<file path="config.mk">
export PLATFORM = sky130hd
export DESIGN_NAME = paralelo_serial_tx
export DESIGN_NICKNAME = d
export VERILOG_FILES = /design/src/rtl/paralelo_serial_tx_pkg.sv /design/src/rtl/paralelo_serial_tx.sv
export SDC_FILE = /design/constraint.sdc
export NUM_CORES = 1
export LEC_CHECK = 0
export CAP_MARGIN = 20
export CORE_UTILIZATION = 45
export CTS_CLUSTER_DIAMETER = 120
export DETAILED_ROUTE_END_ITERATION = 7
export HOLD_SLACK_MARGIN = 0.05
export PLACE_DENSITY = 0.71
export SLEW_MARGIN = 25
export SYNTH_ARGS = -nofsm -noshare
export SYNTH_HDL_FRONTEND = slang
export SYNTH_SLANG_ARGS = --single-unit
</file>
<file path="constraint.sdc">
create_clock -name clk_32f -period 4.1 [get_ports clk_32f]
set_clock_uncertainty 0.05 [all_clocks]
set_input_delay 0.41 -clock clk_32f [delete_from_list [all_inputs] [get_ports clk_32f]]
set_output_delay 0.41 -clock clk_32f [all_outputs]
set_load 0.03 [all_outputs]
</file>
<file path="src/rtl/paralelo_serial_tx_pkg.sv">
// Shared PHY constants and state encoding for the serial transmitter and its matching receiver.
package paralelo_serial_tx_pkg;
  localparam int         PHY_WIDTH      = 8;
  localparam logic [7:0] PHY_COMMA      = 8'hBC;
  localparam int         PHY_SYNC_WORDS = 4;

  typedef enum logic {
    ST_SYNC = 1'b0,
    ST_RUN  = 1'b1
  } tx_state_t;
endpackage

</file>
<file path="src/rtl/paralelo_serial_tx.sv">
// Word-to-serial transmitter, MSB first, comma fill when idle; a word accepted on edge N shows its MSB from edge N.
// ready_out pulses once per word boundary in RUN; an unaccepted valid_in simply waits for the next pulse.
module paralelo_serial_tx
  import paralelo_serial_tx_pkg::*;
#(
  parameter int               WIDTH      = PHY_WIDTH,
  parameter logic [WIDTH-1:0] COMMA      = PHY_COMMA,
  parameter int               SYNC_WORDS = PHY_SYNC_WORDS
) (
  input  logic             clk_32f,
  input  logic             reset_L,
  input  logic [WIDTH-1:0] data_in,
  input  logic             valid_in,
  output logic             ready_out,
  output logic             data_out,
  output logic             active,
  output logic             word_start
);

  localparam int CW = $clog2(WIDTH);
  localparam int SW = $clog2(SYNC_WORDS + 1);
  localparam logic [CW-1:0] LAST_BIT  = CW'(WIDTH - 1);
  localparam logic [SW-1:0] LAST_SYNC = SW'(SYNC_WORDS - 1);

  logic [WIDTH-1:0] shift_reg;
  logic [CW-1:0]    bit_cnt;
  logic [SW-1:0]    sync_cnt;
  tx_state_t        state;

  always_ff @(posedge clk_32f or negedge reset_L) begin
    if (!reset_L) begin
      shift_reg <= '0;
      bit_cnt   <= LAST_BIT;
      sync_cnt  <= '0;
      state     <= ST_SYNC;
      active    <= 1'b0;
    end else if (bit_cnt == LAST_BIT) begin
      bit_cnt <= '0;
      if (state == ST_SYNC) begin
        shift_reg <= COMMA;
        sync_cnt  <= sync_cnt + SW'(1);
        // The edge loading the last preamble comma also opens the data path.
        if (sync_cnt == LAST_SYNC) begin
          state  <= ST_RUN;
          active <= 1'b1;
        end
      end else begin
        shift_reg <= valid_in ? data_in : COMMA;
      end
    end else begin
      shift_reg <= shift_reg << 1;
      bit_cnt   <= bit_cnt + CW'(1);
    end
  end

  assign ready_out  = (state == ST_RUN) && (bit_cnt == LAST_BIT);
  assign data_out   = shift_reg[WIDTH-1];
  // The reset value of shift_reg is not a word, so no start marker until the first load.
  assign word_start = (bit_cnt == '0) && ((state != ST_SYNC) || (sync_cnt != '0));

endmodule

</file>
# After elaboration in Yosys (flattened, before gate mapping)
# Index checks and enable logic that the tools add are counted.
# word_totals
ff_bits,16
out_inout_bits,4
word_cells,23
# op_classes
add_sub_neg,2
n_eq_ne,2
mux,6
bitwise_logic,1
reduce_logical,7
# ops
cell,n
$mux 8,3
$add 3x1->3 const B,2
$eq 3x2->1 const B,1
$eq 3x3->1 const B,1
$logic_not 3->1,1
$mux 3,1
$reduce_and 3->1,1
$reduce_bool 3->1,1
$logic_and 1x1->1,2
$mux 1,2
$reduce_and 2->1,1
$logic_or 1x1->1,1
$not 1->1,1

# Depth between registers and ports, before layout
# depth
depth_word,3
mapped_depth,5

# Worst setup path after synthesis
# Ideal clock, no wire load.
# synth_timing
kind,reg-to-output
from,reg sync_cnt[0]
to,out word_start
arrival_time_ps,1443
required_ps,3640
path_slack_ps,2197
stages_incl_launch_ff,5
path_cell_list,dfrtp_1 inv_1 ha_1 nor3b_1 nor3b_1
# synth_via
elab_chain_cells,3
# synth_rtl
element,line_no,rtl
"start, declared",paralelo_serial_tx.sv:27,logic [SW-1:0] sync_cnt;
"start signal, assigned",paralelo_serial_tx.sv:41,sync_cnt <= sync_cnt + SW'(1);
$reduce_bool 3->1,paralelo_serial_tx.sv:59,assign word_start = (bit_cnt == '0) && ((state != ST_SYNC) || (sync_cnt != '0));
$logic_or 1x1->1,paralelo_serial_tx.sv:59,
$logic_and 1x1->1,paralelo_serial_tx.sv:59,
"end, declared",paralelo_serial_tx.sv:17,output logic word_start
# No other way between the ends.

# Worst setup path after layout
# layout_timing
from,reg bit_cnt[0]
to,out ready_out
# layout_via
elab_chain_cells,2
# layout_rtl
element,line_no,rtl
"start, declared",paralelo_serial_tx.sv:26,logic [CW-1:0] bit_cnt;
"start signal, assigned",paralelo_serial_tx.sv:52,bit_cnt <= bit_cnt + CW'(1);
$eq 3x3->1,paralelo_serial_tx.sv:56,assign ready_out = (state == ST_RUN) && (bit_cnt == LAST_BIT);
$logic_and 1x1->1,paralelo_serial_tx.sv:56,
"end, declared",paralelo_serial_tx.sv:14,"output logic ready_out,"
# No other way between the ends.

==> impl_metrics.csv <==
group,metric,value,unit
status,status,"complete, no violations",
drt,top_layer_used,"met4",
placed_design,numPortBuffers,14,
floorplan,die_w,42.47,um
timing,rsz0062_at_grt,"false",
synth,ys_seq_area_share,54.84,%
worst_setup_path,cp.arrival,2.18,ns
synth,synth_enable_flop_cells,0,
floorplan,start_util,48.36,%
cells_and_area,fillCellCount,138,
synth,muxShareOfSynthArea,3.396,%
floorplan,core_area,1524,sq um
floorplan,ios,15,
timing,post-route-period-util,64.36,%
clock_network,post_cts_buffers,0,
drt,wl_met1,554,um
timing,max_slew_margin,54.31,%
synth,synth_ff_type,"dfrtp_1",
worst_setup_path,slowest_delay,0.66,ns
cells_and_area,area_delta_synth_final,25.98,%
worst_setup_path,cp_cell_sequence,"ha_1 > ha_1 > buf_4 > and2_2 > clkdlybuf4s50_1",
timing,slew_violations,0,
floorplan,row_count,14,
timing,setup_viol_count_final,0,
worst_setup_path,path_buf_inv,2,
pwr,switching_power,0.05530,mW
hold_path,hp-class,"reg2reg",
cells_and_area,largest_reg_flops,8,
worst_setup_path,r2r_end,"sync_cnt[1]",
synth,synth.largest_area_cell,"dfrtp_1",
clock_network,clockRootBuffer,"clkbuf_4",
synth,synth_top_area_share,44.14,%
synth,synth_compound_area_share,7.810,%
worst_setup_path,critPathKind,"reg2out",
synth,synth.most_common_cell,"dfrtp_1",
timing,finalHoldViolations,0,
synth,synth_area_per_cell,11.34,sq um
drt,wl_met3,41,um
pwr,p_sw_share,19.61,%
clock_network,clk_latency,0.27,ns
clock_network,cts_hold_buffers,0,
placed_design,pre_cts_ws,1.752,ns
synth,async_reset_ff_share,100.0,%
worst_setup_path,reg2reg_from,"bit_cnt[0]",
timing,hold_ws,0.4431,ns
pwr,power_frac_comb,7.0,%
clock_network,clk_pin_slew,0.09,ns
global_route,grt_pass1_wl,2387,um
clock_network,cts_tree,"yes",
placed_design,dp_hpwl,931.7,um
drt,wl_per_cell,12.56,um
cells_and_area,finalNetCount,101,
job,cap_violations,0,
global_route,gr-total-overflow,0,
floorplan,die_h,42.47,um
synth,synth_top_family_by_area,"simple AND/OR/NAND/NOR gates",
worst_setup_path,r2r_slack,2.46,ns
worst_setup_path,endpoint_kind,"output pin",
pwr,pwr-share-clk,35.5,%
worst_setup_path,required,3.64,ns
synth,yosys.area_share.simple,13.07,%
global_route,grt_pass1_vias,558,
global_route,antenna_found_initial,0,
synth,yosys.area_share.xor_xnor,1.188,%
clock_network,htree_levels,1,
synth,syn_area,737.0,sq um
synth,ys_ff_latch,16,
synth,syn_inst,65,
hold_path,hold_end,"active",
placed_design,place_inst,94,
hold_path,hold_depth,1,
worst_setup_path,cp-start-kind,"register",
timing,worstMarginPinSlew,0.6832,ns
synth,syn_nets,83,
clock_network,clock_sinks,16,
cells_and_area,final_cell_count_no_fill,98,
pwr,p_int,0.2267,mW
pwr,power_density,303.8,nW/um^2
hold_path,worstHoldStart,"active",
drt,via_count,507,
pwr,leakage,0.4639,nW
placed_design,place_congestion,0.7161,
global_route,track_usage,18.10,%
drt,first_pass_iters,4,
worst_setup_path,crit_start,"bit_cnt[0]",
worst_setup_path,crit_top_cell,"ha_1",
cells_and_area,antennaDiodeCount,0,
pwr,sequentialPowerShare,57.5,%
timing,finalWorstSetupSlack,1.461,ns
clock_network,cts_resized,0,
worst_setup_path,cp_top_family,"buffers and inverters",
worst_setup_path,reg2reg_depth,5,
clock_network,numCtsBuffers,3,
synth,synth_area_leaders,"dfrtp_1 (44%), ha_1 (12%), dfstp_2 (11%)",
floorplan,die-area,1804,sq um
synth,netlist_top_cells_count,"dfrtp_1 (13), inv_1 (12), ha_1 (7)",
worst_setup_path,cp_max_fo,19,
drt,postRouteWirelength,1231,um
drt,drt_iter0_drc,9,
cells_and_area,ff_latch_area,404.1,sq um
drt,ant_nets,0,
pwr,max-vdd-ir-drop,212.5,uV
synth,yosys_warnings,0,
synth,synth-adder-area-share,11.88,%
cells_and_area,multi_input_area,275.3,sq um
timing,fmax,379.0,MHz
clock_network,clock_path_buffers,2,
drt,drc,0,
drt,met2_wirelength,621,um
timing,tns,0,ns
synth,synth_cell_types,22,
worst_setup_path,cp_slowest_cell,"clkdlybuf4s50_1",
cells_and_area,layout-drive-gt1-share,15.85,%
timing,final.min_clock_period,2.639,ns
global_route,grt_max_degree,20,
drt,via_per_inst,5.173,
[per-layer routing]
metal | track usage [%] | vias to the layer above
li1 | - | 248
met1 | 20.95 | 249
met2 | 30.15 | 8
met5 | 0 | -
met4 | 7.500 | 0
met3 | 6.466 | 2
[stage by stage]
| step | power, mW | util (%) | cell area (sq um) |
|---|---|---|---|
| finish | 0.2820 | 60.92 | 928.4 |
| global route | 0.2993 | 60.92 | 928.4 |
| CTS | 0.2870 | 60.92 | 928.4 |
| detailed placement | 0.1853 | 58.54 | 892.1 |
| global placement | 0.1850 | 58.54 | 892.1 |
| floorplan | 0.1706 | - | 737.0 |
[how the worst max path moves through the flow]
stage	end	slack (ns)	cells after the start
6_report	ready_out	1.46	5
5_1_grt	ready_out	1.34	5
4_1_cts	ready_out	1.44	5
3_5_place_dp	ready_out	1.75	5
3_3_place_gp	ready_out	1.79	5
2_1_floorplan	word_start	2.20	4
[cells by family (layout without fill, tap and decap cells)]
| group | count (synthesis) | count (layout) |
|---|---|---|
| adder cells (fa/ha/maj) | 7 | 7 |
| buffers and inverters | 14 | 31 |
| AO/OA/AOI/OAI | 9 | 9 |
| multiplexers | 2 | 2 |
| AND/OR/NAND/NOR | 16 | 16 |
| flip-flops | 16 | 16 |
| XOR/XNOR | 1 | 1 |
[power by group through the flow]
stage                     clock network (mW)  logic, mW  registers [mW]
after floorplan                            0    0.00460           0.166
after global placement                     0     0.0199           0.165
after detailed placement                   0     0.0201           0.165
after CTS                              0.105     0.0201           0.162
after global routing                   0.114     0.0223           0.163
final                                  0.100     0.0197           0.162
[cell type report]
type                            instances  share of cell area [%]
Tap cell                               16                   2.156
Clock buffer                            4                   3.908
Multi-Input combinational cell         35                   29.65
Timing Repair Buffer                   15                   15.90
Sequential cell                        16                   43.53
Inverter                               12                   4.852
[placed cells by master, fill, tap and decap left out, types with 2 or more instances in the layout]
cell,count
dfstp_2,3
inv_1,12
ha_1,7
dfrtp_1,13
a31oi_1,5
clkbuf_4,3
clkdlybuf4s50_1,14
nand4_1,2
o21ai_0,2
nor2_1,6
nor3b_1,2
Power figures use the tool's default switching activity.
